==> src/rtl/mem_store_fwd_buffer.sv <==
// Store-data forwarding for the memory stage: same-cycle writeback bypass plus a DEPTH-entry history of retired register writes.
// Optional MEM_FWD_STATS_EN adds a saturating hit_count output.
module mem_store_fwd_buffer #(
  parameter int WIDTH = 16,
  parameter int NREGS = 8,
  parameter int DEPTH = 4,
  localparam int RAW = $clog2(NREGS)
) (
  input  logic             clk,
  input  logic             rst_n,
  input  logic             flush,
  input  logic             stall,
  input  logic             wb_valid,
  input  logic             wb_cancel,
  input  logic [RAW-1:0]   wb_reg,
  input  logic [WIDTH-1:0] wb_data,
  input  logic             st_valid,
  input  logic [RAW-1:0]   st_reg,
  input  logic [WIDTH-1:0] rf_data,
  output logic [WIDTH-1:0] st_data,
  output logic             fwd_hit,
  output logic [1:0]       fwd_src
`ifdef MEM_FWD_STATS_EN
  ,
  output logic [15:0]      hit_count
`endif
);

  logic [DEPTH-1:0] entryValid;
  logic [RAW-1:0]   entryReg  [DEPTH];
  logic [WIDTH-1:0] entryData [DEPTH];

  logic             wbLive;
  logic             doPush;
  logic             histHit;
  logic [WIDTH-1:0] histData;

  assign wbLive = wb_valid & ~wb_cancel;
  assign doPush = wbLive & ~stall & ~flush;

  // Shifting on push keeps entry 0 youngest; older copies of the same register are dropped.
  always_ff @(posedge clk) begin
    if (!rst_n || flush) begin
      entryValid <= '0;
    end else if (doPush) begin
      entryValid[0] <= 1'b1;
      entryReg[0]   <= wb_reg;
      entryData[0]  <= wb_data;
      for (int i = 1; i < DEPTH; i++) begin
        entryValid[i] <= entryValid[i-1] && (entryReg[i-1] != wb_reg);
        entryReg[i]   <= entryReg[i-1];
        entryData[i]  <= entryData[i-1];
      end
    end
  end

  always_comb begin
    histHit  = 1'b0;
    histData = '0;
    for (int i = DEPTH - 1; i >= 0; i--) begin
      if (entryValid[i] && (entryReg[i] == st_reg)) begin
        histHit  = 1'b1;
        histData = entryData[i];
      end
    end
  end

  always_comb begin
    st_data = rf_data;
    fwd_hit = 1'b0;
    fwd_src = 2'd0;
    if (rst_n && st_valid) begin
      if (wbLive && (wb_reg == st_reg)) begin
        st_data = wb_data;
        fwd_hit = 1'b1;
        fwd_src = 2'd1;
      end else if (histHit) begin
        st_data = histData;
        fwd_hit = 1'b1;
        fwd_src = 2'd2;
      end
    end
  end

`ifdef MEM_FWD_STATS_EN
  // Stalled cycles re-present the same store, so they are not counted again.
  always_ff @(posedge clk) begin
    if (!rst_n) begin
      hit_count <= '0;
    end else if (fwd_hit && !stall && (hit_count != 16'hFFFF)) begin
      hit_count <= hit_count + 16'd1;
    end
  end
`endif

endmodule

==> config.mk <==
export PLATFORM = sky130hd
export DESIGN_NAME = mem_store_fwd_buffer
export DESIGN_NICKNAME = d
export VERILOG_FILES = /design/src/rtl/mem_store_fwd_buffer.sv
export SDC_FILE = /design/constraint.sdc
export NUM_CORES = 1
export LEC_CHECK = 0
export BUFFER_PORTS_ARGS = -buffer_cell sky130_fd_sc_hd__buf_4
export CAP_MARGIN = 20
export CELL_PAD_IN_SITES_DETAIL_PLACEMENT = 1
export CELL_PAD_IN_SITES_GLOBAL_PLACEMENT = 1
export CORE_ASPECT_RATIO = 1.4
export CORE_MARGIN = 5
export CORE_UTILIZATION = 49
export CTS_BUF_LIST = sky130_fd_sc_hd__clkbuf_4 sky130_fd_sc_hd__clkbuf_8 sky130_fd_sc_hd__clkbuf_16
export CTS_CLUSTER_DIAMETER = 100
export DETAILED_ROUTE_END_ITERATION = 10
export PLACE_DENSITY = 0.92
export SETUP_SLACK_MARGIN = 0.05
export SYNTH_ARGS = -nofsm -noshare
export SYNTH_HDL_FRONTEND = slang
export SYNTH_SLANG_ARGS = --single-unit
==> constraint.sdc <==
create_clock -name clk -period 5.1 [get_ports clk]
set_input_delay 0.51 -clock clk [delete_from_list [all_inputs] [get_ports clk]]
set_output_delay 0.51 -clock clk [all_outputs]
set_load 0.05 [all_outputs]
* Word-level counts from Yosys, hierarchy flattened *
Memory sizes are Yosys's and may differ from the RTL's.
Index checks and enable logic that the tools add are counted.

word-level totals
  register bits after elaboration = 4
  RAM bits = 76
  output and inout port bits = 19
  word-level logic and storage cells = 48
  memories kept = 2

memories
  name       depth  bits a word  read ports  clocked after memory_dff  write ports  RTL line  text
  entryData  4      16           4           0                         4            31        logic [WIDTH-1:0] entryData [DEPTH];
  entryReg   4      3            4           0                         4            30        logic [RAW-1:0] entryReg [DEPTH];

operators by class
  eq/ne operators = 8
  mux-type cells = 20
  bitwise operators = 6
  reduce and logical (&&, ||, !) cells = 11

operators by type and width
  operator             count
  $mux W16             7
  $eq A3 B3 Y1         5
  $mux W1              10
  $logic_and A1 B1 Y1  9
  $ne A3 B3 Y1         3
  $mux W2              3
  $and A1 B1 Y1        3
  $not A1 Y1           3
  $logic_not A1 Y1     1
  $logic_or A1 B1 Y1   1

* Logic depth before layout (Yosys ltp) *
Gate-level depths: netlist of the first run.

  depth after elaboration = 9
  gate-level depth with buffers = 8

* Least setup slack after synthesis of the first run *
OpenSTA, ideal clock, no wires.

  path type = input -> output
  from = input port st_reg[0]
  to = output port st_data[10]
  data arrival time = 2.990 ns
  data required time = 4.590 ns
  slack = 1.600 ns
  stages on the path = 7
  path buffers = 2
  path through = buf_2 -> xor2_1 -> or4_1 -> nor2_1 -> clkbuf_1 -> a22o_1 -> a221o_1

on the way
  word-level cells in the longest chain between the ends = 9
  elaborated cells on any way between the ends = 21

ends and longest elaborated chain
  element                                           RTL line  text
  from (decl)                                       18        input logic [RAW-1:0] st_reg,
  $eq A3 B3 Y1                                      61        if (entryValid[i] && (entryReg[i] == st_reg)) begin
  $logic_and A1 B1 Y1                               61
  $mux W16 or $mux W1 (tied branches) (4 in a row)  61
  $mux W16                                          77        end else if (histHit) begin
  $mux W16 *                                        73        if (wbLive && (wb_reg == st_reg)) begin
  $mux W16 *                                        72        if (rst_n && st_valid) begin
  to (decl)                                         20        output logic [WIDTH-1:0] st_data,

Mark *: on every way between the ends. The rest lies on a longest branch, timed or not.

==> summary.md, run 1 <==
| Metric | Value |
|---|---|
| Status | finished clean |
| Min-delay src | wb_data[9] |
| Num ports | 64 |
| Layout cells sized above 1 | 0.275 |
| Max cap viols | 0 |
| Final worst-path cycle share | 0.763 |
| Area leader, netlist | edfxtp_1 |
| Filler cells | 773 |
| Largest cells by area after synthesis | edfxtp_1, a221o_1, a22o_1 |
| Tot GR Track Use | 0.213 |
| Root Buffer | clkbuf_8 |
| Clk_lat worst skew | 360 ps |
| Via/cell ratio | 6.21 |
| H-tree depth | 3 |
| CP max FO | 19 |
| Clock Tree Buf Depth | 2 |
| Peak supply drop | 0.276 mV |
| Die area | 0.00935 mm2 |
| Reg2reg path depth | 3 |
| Post-layout min period | 3890 ps |
| Vias in the first global route | 2,796 |
| Hold depth | 1 |
| Worst Hold End | entryData[0][9] |
| CP Class | flop to output pin |
| Multi-input gate area | 0.00121 mm2 |
| Antenna Nets Post-Route | 0 |
| RSZ-0062 raised after global routing | no |
| RePlAce Congestion | 0.857 |
| First-pass GRT wire length | 15,300 um |
| Grt ovf | 0 |
| Worst Setup End Kind | output pin |
| Ys async rst share | 0 |
| Worst Hold Class | input pin to flop |
| # clock sinks | 80 |
| Count leader, synth | edfxtp_1 |
| DIE HEIGHT | 112 um |
| Worst reg2reg startpoint | entryReg[2][1] |
| Syn_nets | 300 |
| Post-synth top area share | 0.621 |
| Leak | 1.66 nW |
| Drt pass-1 iters | 4 |
| Reg-to-reg endpoint | entryValid[3] |
| Fmax | 257 MHz |
| Final wirelength | 9800 um |
| CP startpoint | entryReg[1][0] |
| Setup bufs post-CTS | 0 |
| Post-synthesis simple-gate area fraction | 0.0674 |
| R2r setup slk | 3720 ps |
| Core ar. | 0.00731 mm2 |
| EDFF count, synth | 76 |
| P per Cell Area | 299 mW/mm2 |
| Commonest cells post-synth | edfxtp_1, a221o_1, nor2_1 |
| Number of antenna violations at the first check in global routing | 0 |
| WP data arrival | 3380 ps |
| Via count | 2,591 |
| Synth Area in Adders | 0 |
| Final Hold Violating Endpoints | 0 |
| Post-route setup TNS | 0 ps |
| Initial Util | 0.502 |
| Worst EP required | 4590 ps |
| Avg WL per Cell | 23.5 um |
| Cells after synthesis | 255 |
| Row cnt | 37 |
| Area Growth Syn to Fin | 19.1% |
| Top FF cell, synth | edfxtp_1 |
| Synth cell types | 37 |
| Clock transition at the registers of the reported paths | 90 ps |
| Crit start category | flop |
| Mux cell area share after synthesis | 0 |
| Area of all sequential standard cells | 0.00236 mm2 |
| Largest family of logic cells by synthesized area | compound AO/OA/AOI/OAI gates |
| Sequential share of the synthesized area | 0.643 |
| Setup Viol. Count Final | 0 |
| ANT cells | 0 |
| Worst-Margin Slew | 1100 ps |
| DIE WIDTH | 83.2 um |
| XOR/XNOR Fraction of Synth Area | 0.0593 |
| Drt initial violations | 226 |
| Synthesis-stage register bit count | 80 |
| Pin count of the biggest net entering global routing | 42 |
| Skew final | 14.6 ps |
| CTS tree | built |
| CTS resizes | 0 |
| DRC | 0 |
| Synth Warn # | 0 |
| Relative slew slack | 0.266 |
| CTS Buf Count | 9 |
| Slew Limit Fails | 0 |
| # nets final | 360 |
| Cts hold-fix bufs | 0 |
| HPWL Detailed | 6690 um |
| I/O Buffers | 63 |
| Synthesized area | 0.00367 mm2 |
| Total power | 0.00131 W |
| Synth Area per Inst | 14.4 um2 |
| Compound-Gate Fraction of Synth Area | 0.203 |
[power by group]
| part | switching, W | total, W | internal, W |
|---|---|---|---|
| Sequential | 0.00000236 | 0.000719 | 0.000716 |
| Combinational | 0.0000814 | 0.000140 | 0.0000585 |
| Clock | 0.000227 | 0.000451 | 0.000224 |
[worst max-delay path by stage]
stage                       end  slack [ps]  cells after the start
floorplan           st_data[10]        1600                      7
global placement     st_data[2]        1480                      7
detailed placement  st_data[13]        1350                      7
CTS                 st_data[13]        1170                      6
global route        st_data[15]        1120                      6
finish              st_data[15]        1210                      6
[per-layer routing]
layer	wire (um)	GRT usage	share of wire	vias up
met1	3990	0.251	0.41	1310
li1	-	-	-	1170
met2	5010	0.357	0.51	90
met5	0	0	0	-
met3	536	0.0653	0.055	21
met4	252	0.0960	0.026	0
[worst max-delay path: stages (launching register included)]
cell and delay (ps):
edfxtp_1 440, xnor2_1 200, and4_1 500, or4_1 670, nor2_2 670, a221o_1 330, buf_4 220
[kinds of logic after synthesis]
| group | after synthesis |
|---|---|
| AO/OA/AOI/OAI | 87 |
| flip-flops | 80 |
| AND/OR/NAND/NOR | 46 |
| XOR/XNOR | 24 |
| buffers and inverters | 18 |
[through the flow]
stage	hold WS (ps)	utilization	worst slack, ps	area (um2)	std cells
global route	305	0.598	1120	4380	417
detailed placement	441	0.572	1350	4190	400
finish	330	0.598	1210	4380	417
global placement	432	0.572	1480	4190	400
CTS	309	0.597	1170	4370	416
floorplan	421	-	1600	3670	255
[state kept, by name (all words and copies together), names as in the netlist]
signal and count:
entryData 64, entryValid 4, entryReg 12
[final cells by class]
| class | count | area share |
|---|---|---|
| tap | 97 | 0.0277 |
| clock buffer | 10 | 0.0300 |
| multi-input combinational | 157 | 0.277 |
| sequential | 80 | 0.540 |
| clock inverter | 6 | 0.0114 |
| inverter | 1 | 0.000858 |
| timing repair buffer | 66 | 0.113 |
[cell usage in the layout (no fill, tap or decap), types with 2 or more instances in the layout]
master	instances
dfxtp_1	4
o21ai_0	3
clkbuf_8	9
buf_4	66
nand4_1	2
o22ai_1	15
edfxtp_1	76
a21oi_1	3
a221o_1	28
a22o_1	15
o311ai_0	3
or4_1	2
a21o_1	15
nand2b_1	2
clkinv_1	4
nor2_1	20
and4_1	2
xnor2_1	9
xor2_1	14
a221o_2	3
nor4_1	2
nand2_1	6
(Power assumes the default switching activity.)
==> inputs of run 2 (changes only) <==
--- a/config.mk
+++ b/config.mk
@@ -11,11 +11,11 @@
 export CELL_PAD_IN_SITES_GLOBAL_PLACEMENT = 1
 export CORE_ASPECT_RATIO = 1.4
 export CORE_MARGIN = 5
-export CORE_UTILIZATION = 49
+export CORE_UTILIZATION = 41
 export CTS_BUF_LIST = sky130_fd_sc_hd__clkbuf_4 sky130_fd_sc_hd__clkbuf_8 sky130_fd_sc_hd__clkbuf_16
 export CTS_CLUSTER_DIAMETER = 100
 export DETAILED_ROUTE_END_ITERATION = 10
-export PLACE_DENSITY = 0.92
+export PLACE_DENSITY = 0.83
 export SETUP_SLACK_MARGIN = 0.05
 export SYNTH_ARGS = -nofsm -noshare
 export SYNTH_HDL_FRONTEND = slang
==> constraint.sdc (replaced) <==
create_clock -name clk -period 3.2 [get_ports clk]
set_input_delay 0.32 -clock clk [delete_from_list [all_inputs] [get_ports clk]]
set_output_delay 0.32 -clock clk [all_outputs]
set_load 0.05 [all_outputs]
==> run 2 against run 1 <==
Effect of this change: setup slack lost 1100 ps; critical path type unchanged; largest cell class unchanged; first-iteration DRC count down 13%; sequential share of layout area fell by 3.1 points; final cell count rose by 5.0%; via count grew 1.1%; register-to-register slack got worse by 1800 ps; power is 88% higher; non-clock buffer count rose by 11; combinational power increased by 62%; global-route usage down 3.3 points; count of clock-buffer cells in the layout stayed put.
==> summary.md, run 2 (synthesized netlist as in run 1, its figures left out) <==
| Metric | Value |
|---|---|
| CTS Buf Count | 9 (unchanged) |
| H-tree depth | 3 (unchanged) |
| Top delay family on crit path | compound AO/OA/AOI/OAI gates |
| Root Buffer | clkbuf_16 |
| CTS tree | built |
| Clock Tree Buf Depth | 2 (unchanged) |
| WP buf/inv | 3 (+2) |
| Final Hold Violating Endpoints | 0 (unchanged) |
| Via/cell ratio | 5.98 (-3.7%) |
| Layout cells sized above 1 | 0.314 (+0.0392) |
| Antenna Nets Post-Route | 0 (unchanged) |
| Worst reg2reg startpoint | entryReg[1][1] |
| Reg2reg path depth | 3 (unchanged) |
| Status | finished clean |
| Post-layout min period | 3050 ps |
| Final wirelength | 9750 um (-0.46%) |
| Peak supply drop | 0.318 mV (+15%) |
| P per Cell Area | 530 mW/mm2 (+77%) |
| Worst EP required | 2880 ps (-1710 ps) |
| Via count | 2,620 (+1.1%) |
| Critical path's largest stage delay | 430 ps (-240 ps) |
| Layout Cells excl Fill | 438 (+5.0%) |
| Grt ovf | 0 (unchanged) |
| Most frequent CP cell | buf_4 |
| Drt pass-1 iters | 4 (unchanged) |
| Relative slew slack | 0.440 (+0.174) |
| Clock transition at the registers of the reported paths | 60 ps (-30 ps) |
| Initial Util | 0.414 (-0.0883) |
| DIE HEIGHT | 122 um (+8.5%) |
| Pin count of the biggest net entering global routing | 77 (+83%) |
| Cells after DPL | 419 (+4.8%) |
| Core ar. | 0.00887 mm2 (+21%) |
| Skew final | 3.42 ps (-11.2 ps) |
| I/O Buffers | 63 (unchanged) |
| Row cnt | 41 (+11%) |
| Drt initial violations | 196 (-13%) |
| WP depth | 8 (+2) |
| Setup Viol. Count Final | 0 (unchanged) |
| Vias in the first global route | 2,856 (+2.1%) |
| Clk_lat worst skew | 330 ps (-30 ps) |
| RSZ-0062 raised after global routing | no |
| WP data arrival | 2730 ps (-650 ps) |
| Reg-to-reg endpoint | entryValid[2] |
| Crit start category | flop |
| RePlAce Congestion | 0.769 (-10%) |
| DIE WIDTH | 90 um (+8.2%) |
| Commonest non-fill, non-tap cell in the layout | edfxtp_1 |
| Slew Limit Fails | 0 (unchanged) |
| Commonest cells after routing, fill and taps aside | edfxtp_1, buf_4, a221o_1 |
| Worst Hold End | entryData[0][7] |
| Worst-path cell chain | xnor2_1 -> and4_4 -> buf_4 -> nor2_1 -> buf_6 -> a221o_2 -> a221o_1 -> buf_4 |
| Critical path's slowest cell | edfxtp_1 |
| Hold depth | 1 (unchanged) |
| ANT cells | 0 (unchanged) |
| # nets final | 371 (+3.1%) |
| Max FFs per register | 64 (unchanged) |
| HPWL Detailed | 6580 um (-1.7%) |
| Worst Setup End Kind | output pin |
| Num ports | 64 (unchanged) |
| Leak | 1.79 nW (+7.9%) |
| Fmax | 328 MHz |
| Worst Hold Class | input pin to flop |
| Max cap viols | 0 (unchanged) |
| Post-route setup TNS | 0 ps (unchanged) |
| Area Growth Syn to Fin | 26.4% |
| Biggest regs | entryData (64), entryReg (12), entryValid (4) |
| Min-delay src | wb_data[7] |
| DRC | 0 (unchanged) |
| R2r setup slk | 1940 ps (-1780 ps) |
| First-pass GRT wire length | 15,300 um (+0.18%) |
| CP max FO | 11 (-8) |
| Worst-Margin Slew | 840 ps (-257 ps) |
| Final worst-path cycle share | 0.952 |
| # clock sinks | 80 (unchanged) |
| CP Class | flop to output pin |
| Tot GR Track Use | 0.180 (-0.0332) |
| Number of antenna violations at the first check in global routing | 0 (unchanged) |
| Avg WL per Cell | 22.3 um (-5.2%) |
| Die area | 0.0110 mm2 (+17%) |
| Cts hold-fix bufs | 0 (unchanged) |
| Top reg by flops | entryData |
==> run 2: cell count changes in the layout (fill, tap and decap cells not counted), moves of 2 or more <==
cell	previous run	this run
clkbuf_16	0	9
buf_4	66	74
clkinv_1	4	0
clkbuf_8	9	0
clkinv_2	1	3
buf_12	0	2
==> run 2: repair_timing <==
item / 4_1_cts / 5_1_grt
cloned: 0 / 0
setup endpoints to repair: 15 / 6
setup buffers: 2 / 1
resized for setup: 3 / 0
pin swaps: 1 / 1
==> run 2: where the power goes <==
group	switching [W]	leakage, nW	internal, W
Sequential	0.00000359	0.719	0.00114
Clock	0.000395	0.160	0.000689
Combinational	0.000131	0.915	0.0000964
Total	0.000530	1.79	0.00193
==> run 2: worst reg2reg max path: stages (launching register included) <==
cell and delay [ps]:
edfxtp_1 450, xor2_1 210, o311ai_0 360, a21oi_1 130
==> run 2: cell type report <==
cell class	instances	area, um2
Fill cell	888	4230
Sequential cell	80	2360
Multi-Input combinational cell	157	1220
Timing Repair Buffer	77	607
Clock buffer	10	233
Tap cell	107	134
Clock inverter	6	83.8
Inverter	1	3.75
==> run 2: worst max path at each step <==
| stage | from | end | slack (ps) |
|---|---|---|---|
| floorplan | st_reg[0] | st_data[10] | 80 |
| global placement | st_reg[0] | st_data[2] | 10 |
| detailed placement | st_reg[0] | st_data[0] | 110 |
| CTS | entryReg[1][1] | st_data[0] | 110 |
| global route | entryReg[1][2] | st_data[2] | 80 |
| finish | entryReg[1][0] | st_data[2] | 150 |
==> run 2: metrics by stage <==
| step | utilization | hold slack [ps] | area [um2] | setup WS, ps | power (W) |
|---|---|---|---|---|---|
| after global routing | 0.523 | 162 | 4640 | 78.4 | 0.00254 |
| final | 0.523 | 172 | 4640 | 153 | 0.00246 |
| after floorplan | - | 419 | 3670 | 80.2 | 0.00130 |
| after global placement | 0.481 | 428 | 4270 | 12.9 | 0.00139 |
| after detailed placement | 0.483 | 437 | 4280 | 107 | 0.00139 |
| after CTS | 0.521 | 165 | 4620 | 108 | 0.00248 |
==> run 2: routing by layer <==
| layer | GRT usage | up-vias | wire, um |
|---|---|---|---|
| met3 | 0.0408 | 17 | 414 |
| met1 | 0.212 | 1331 | 4030 |
| met2 | 0.317 | 80 | 5050 |
| li1 | - | 1192 | - |
| met5 | 0 | - | 0 |
| met4 | 0.0708 | 0 | 251 |
